===== config.mk =====
export PLATFORM = sky130hd
export DESIGN_NAME = mux_nto1_stream
export DESIGN_NICKNAME = d
export VERILOG_FILES = /design/src/rtl/mux_nto1_stream.sv
export SDC_FILE = /design/constraint.sdc
export NUM_CORES = 1
export LEC_CHECK = 0
export ABC_AREA = 1
export BUFFER_PORTS_ARGS = -buffer_cell sky130_fd_sc_hd__buf_2
export CAP_MARGIN = 25
export CORE_ASPECT_RATIO = 1.25
export CORE_MARGIN = 10
export CORE_UTILIZATION = 37
export DETAILED_ROUTE_END_ITERATION = 12
export PLACE_DENSITY = 0.75
export SLEW_MARGIN = 20
export SYNTH_ARGS = -nofsm -noshare
export SYNTH_HDL_FRONTEND = slang
export SYNTH_SLANG_ARGS = --single-unit

===== constraint.sdc =====
create_clock -name clk -period 1.15 [get_ports clk]
set_clock_uncertainty 0.1 [all_clocks]
set_input_delay 0.1725 -clock clk [delete_from_list [all_inputs] [get_ports clk]]
set_output_delay 0.1725 -clock clk [all_outputs]
set_load 0.1 [all_outputs]

===== src/rtl/mux_nto1_stream.sv =====
// N-input, W-bit stream multiplexer with per-channel valid/ready handshakes
// and a single registered output stage. MODE=0 picks the channel named by
// 'sel'; MODE=1 picks channels by round-robin starting at an internal pointer.
// Optional build macro MUX_STATS_EN adds a saturating 16-bit count of output
// handshakes on port xfer_cnt.
module mux_nto1_stream #(
    parameter int N    = 4,
    parameter int W    = 8,
    parameter int MODE = 0,
    parameter int SELW = $clog2(N)
) (
    input  logic            clk,
    input  logic            rst,
    input  logic [N*W-1:0]  in_data,
    input  logic [N-1:0]    in_valid,
    output logic [N-1:0]    in_ready,
    input  logic [SELW-1:0] sel,
    output logic [W-1:0]    out_data,
    output logic            out_valid,
    input  logic            out_ready
`ifdef MUX_STATS_EN
    ,
    output logic [15:0]     xfer_cnt
`endif
);

    logic [W-1:0]    out_data_q;
    logic [W-1:0]    out_data_d;
    logic            out_valid_q;
    logic            out_valid_d;
    logic [SELW-1:0] ptr_q;
    logic [SELW-1:0] ptr_d;

    logic            grantValid;
    logic [SELW-1:0] grantIdx;
    logic [W-1:0]    grantData;
    logic            canLoad;
    logic            doLoad;
    logic            outFire;
    int              cand;

    // Pick the granted channel: either the external select (out-of-range
    // select means no grant rather than wrapping) or the first valid channel
    // scanning upward from the round-robin pointer. The scan runs from the
    // farthest offset back to the nearest so the nearest valid channel wins.
    always_comb begin
        grantValid = 1'b0;
        grantIdx   = '0;
        cand       = 0;
        if (MODE == 0) begin
            if ((32'(sel) < 32'(N)) && in_valid[sel]) begin
                grantValid = 1'b1;
                grantIdx   = sel;
            end
        end else begin
            for (int k = N - 1; k >= 0; k--) begin
                cand = (int'(ptr_q) + k) % N;
                if (in_valid[SELW'(cand)]) begin
                    grantValid = 1'b1;
                    grantIdx   = SELW'(cand);
                end
            end
        end
    end

    // Route the granted channel's data word toward the output register.
    always_comb begin
        grantData = '0;
        for (int i = 0; i < N; i++) begin
            if (grantIdx == SELW'(i)) begin
                grantData = in_data[i*W +: W];
            end
        end
    end

    assign canLoad = !out_valid_q || out_ready;
    assign doLoad  = !rst && canLoad && grantValid;
    assign outFire = out_valid_q && out_ready;

    // Only the granted channel sees ready, and only when the output register
    // can take a word this cycle; reset forces every ready low.
    always_comb begin
        in_ready = '0;
        if (doLoad) begin
            in_ready[grantIdx] = 1'b1;
        end
    end

    // Next-state for the output register and round-robin pointer: a load
    // replaces any draining word in the same edge, otherwise a drain empties it.
    always_comb begin
        out_data_d  = out_data_q;
        out_valid_d = out_valid_q;
        ptr_d       = ptr_q;
        if (doLoad) begin
            out_data_d  = grantData;
            out_valid_d = 1'b1;
            if (MODE == 1) begin
                ptr_d = (grantIdx == SELW'(N - 1)) ? '0 : grantIdx + 1'b1;
            end
        end else if (outFire) begin
            out_valid_d = 1'b0;
        end
    end

    // Output register and pointer state; reset discards any held word.
    always_ff @(posedge clk or posedge rst) begin
        if (rst) begin
            out_data_q  <= '0;
            out_valid_q <= 1'b0;
            ptr_q       <= '0;
        end else begin
            out_data_q  <= out_data_d;
            out_valid_q <= out_valid_d;
            ptr_q       <= ptr_d;
        end
    end

    assign out_data  = out_data_q;
    assign out_valid = out_valid_q;

`ifdef MUX_STATS_EN
    logic [15:0] xfer_cnt_q;
    logic [15:0] xfer_cnt_d;

    // Count output handshakes, sticking at all-ones instead of wrapping.
    always_comb begin
        xfer_cnt_d = xfer_cnt_q;
        if (outFire && (xfer_cnt_q != 16'hFFFF)) begin
            xfer_cnt_d = xfer_cnt_q + 16'd1;
        end
    end

    // Handshake counter register.
    always_ff @(posedge clk or posedge rst) begin
        if (rst) begin
            xfer_cnt_q <= '0;
        end else begin
            xfer_cnt_q <= xfer_cnt_d;
        end
    end

    assign xfer_cnt = xfer_cnt_q;
`endif

endmodule


==> results.cfg <==
[worst_setup_path]
cp_max_fo = 4
worst_ep_arrival_time_ns = 1.44
path_cells = a21oi_4, nand2_4, buf_6, nor2_4, buf_12
critPathLaunchType = flip-flop
end_kind = output pin
crit_required_ns = 0.88
critPathKind = flip-flop to output pin
cp_slowest_stage_delay_ns = 0.48
slowest_stage = dfrtp_4

[yosys]
synth.area.top_cells = dfrtp_1, nand2_1, nand4_1
syn_area_per_cell_um2 = 6.887
synth_warnings = 0
netlist-cell-type-count = 21
yosysSeqAreaShare = 0.2703
netlist_area_um2 = 833.3
syn_inst = 121
synth_top_area_frac = 0.2703
synth_nets = 162
synth_largest_area_cell = dfrtp_1
ys_seq_elements = 9

[grt]
grt_pass1_vias = 1228
grt-ovfl-total = 0
grt_usage = 0.1406
grt_antenna_before_repair = 0
grt_max_degree = 12
grt_pass1_wl_um = 5388

[cts]
insertion_delay_ns = 0.26
tritoncts = done
clock-root-buffer = clkbuf_4
ctsHtreeMaxLevel = 1
path_clk_slew_ns = 0.06
cts_buffers = 3
clk_path_buf_depth = 2
cts_sinks = 9

[power_and_ir_drop]
pwr-share-comb = 0.659
p_per_area_mw_per_mm2 = 1348
swShare = 0.4979
p_int_mw = 1.076
switchingPower_mw = 1.067
p_clk_frac = 0.114
ir_worst_vdd_uv = 991.6
p_leak_nw = 0.8128
seqPwrFrac = 0.228

[timing]
finalCritPeriodShare = 1.488
max_freq_mhz = 584.4
rsz0062_at_grt = true
fin_crit_ns = 1.711
slew_headroom = 0.7412
worst_slew_pin_slew_ns = 0.3878
setup_viol = 13
finalMaxSlewViolations = 0
setup_ws_ns = -0.5612
hold_viol = 0

[layout]
final_area_mm2 = 0.001589
syn_to_final_growth_pct = 90.69
drive_gt1_frac = 0.5787
fin_nets = 239
antenna_cells = 0
fill_cells = 167

[outcome]
violations = negative setup slack
status = complete, but fails checks

[routing]
vias_per_cell = 4.868
initialDrtViolationCount = 39
drc = 0
antenna_left = 0
routedWlPerCell_um = 14.04
totalWireLength_um = 3201
first_pass_iters = 4
num_vias = 1110

[floorplan]
fp-row-count = 19
ios = 54
die_x_um = 62.45
core_mm2 = 0.002187
dieArea_mm2 = 0.004562
start_util = 0.3810
die_h_um = 73.06

[place]
gp_congestion = 0.8624
preCtsSetupSlack_ns = -0.3407
portBuffers = 53
post_dp_cell_area_mm2 = 0.001456
place_hpwl_um = 2668

[min_path]
min_path_type = input pin to flip-flop

[job]
maxCapViolCount = 0
[state kept, by name, indices dropped and copies added, names as in the netlist]
signal,count
out_valid,1
out_data,8
[power groups by stage]
stage	clock network (mW)	registers [mW]	logic [mW]
global placement	0	0.494	1.34
global route	0.277	0.499	1.47
floorplan	0	1.00	0.292
detailed placement	0	0.496	1.36
finish	0.244	0.487	1.41
CTS	0.258	0.490	1.39
[area by class of cell]
type | instances | area, µm² | share of cell area
timing repair buffer | 77 | 661.9 | 0.4165
sequential | 9 | 239.0 | 0.1504
clock buffer | 4 | 26.28 | 0.01654
multi-input combinational | 94 | 556.8 | 0.3504
tap | 31 | 38.79 | 0.02441
inverter | 13 | 66.31 | 0.04173
[through the flow]
step           TNS [ns]  total power, mW  utilization  instances  hold WS, ns
3_5_place_dp     -3.423            1.854       0.6659        218      0.09377
3_3_place_gp     -2.937            1.832       0.6659        218      0.08476
6_report         -4.852            2.143       0.7265        228       0.1071
4_1_cts          -4.775            2.134       0.7019        226      0.09447
2_1_floorplan    -4.501            1.292            -        121      -0.1001
5_1_grt          -5.760            2.250       0.7265        228       0.1417
[cells in the mapped netlist]
master     n
nand2_4    5
nand3_2    1
buf_6      3
clkbuf_8   1
nand3_1   15
inv_2      2
nand3b_1   4
nor2_4     1
a21oi_1    1
nand2_1   33
inv_8      1
o21ai_0    1
clkinv_1   1
nand4_1   13
or2_1      2
nor3_1     1
nand2_2    2
nor2_1    15
buf_12     1
inv_1      9
dfrtp_1    9
[cell usage in the layout, fill, tap and decap left out, types with 2 or more instances in the layout]
cell        count
buf_12         13
buf_2          40
buf_4          18
buf_6           5
clkbuf_4        3
clkinvlp_4      2
dfrtp_2         8
inv_1           7
nand2_1        30
nand2_2         5
nand2_4         5
nand3_1        12
nand3_2         3
nand3b_1        4
nand4_1        13
nor2_1         11
nor2_2          2
nor2_4          3
or2_1           2
[cells by family (layout without fill, tap and decap cells)]
logic type / count (synthesis) / in the layout / share of synthesized area
AND/OR/NAND/NOR: 92 / 92 / 0.5691
buffers and inverters: 18 / 94 / 0.1486
flip-flops: 9 / 9 / 0.2703
AO/OA/AOI/OAI: 2 / 2 / 0.01200
[per-layer routing]
layer / GRT usage / up-vias / part of all wire
met5: 0 / - / 0
met4: 0.05224 / 0 / 0.012
met3: 0.02611 / 4 / 0.051
met2: 0.2603 / 51 / 0.53
met1: 0.1561 / 506 / 0.41
li1: - / 549 / -
[critical path, delay by kind of cell, from the launching register on]
kind	cells	cell delay, ns
and+or+nand+nor	2	0.20
DFF	1	0.48
buffers and inverters	2	0.32
AOI/OAI and AO/OA	1	0.17
[worst paths after layout]
| kind | start | end | slack [ns] | cells after the start |
|---|---|---|---|---|
| min | out_ready | out_valid | 0.11 | 4 |
| min reg2reg | out_data[1] | out_data[1] | 0.43 | 2 |
| min in group asynchronous | rst | out_valid | 0.38 | 3 |
| max in group asynchronous | rst | out_valid | 0.26 | 3 |
| max reg2reg | out_valid | out_data[0] | -0.46 | 9 |
| max | out_valid | in_ready[3] | -0.56 | 5 |
[timing repair]
item                                    4_1_cts  5_1_grt
endpoints found under the setup margin       13       17
hold buffers                                  1        0
pin swaps                                     6        5
resized for setup                             6       11
endpoints found under the hold margin         9        0
buffers inserted                              3        3
Power figures use the tool's default switching activity.
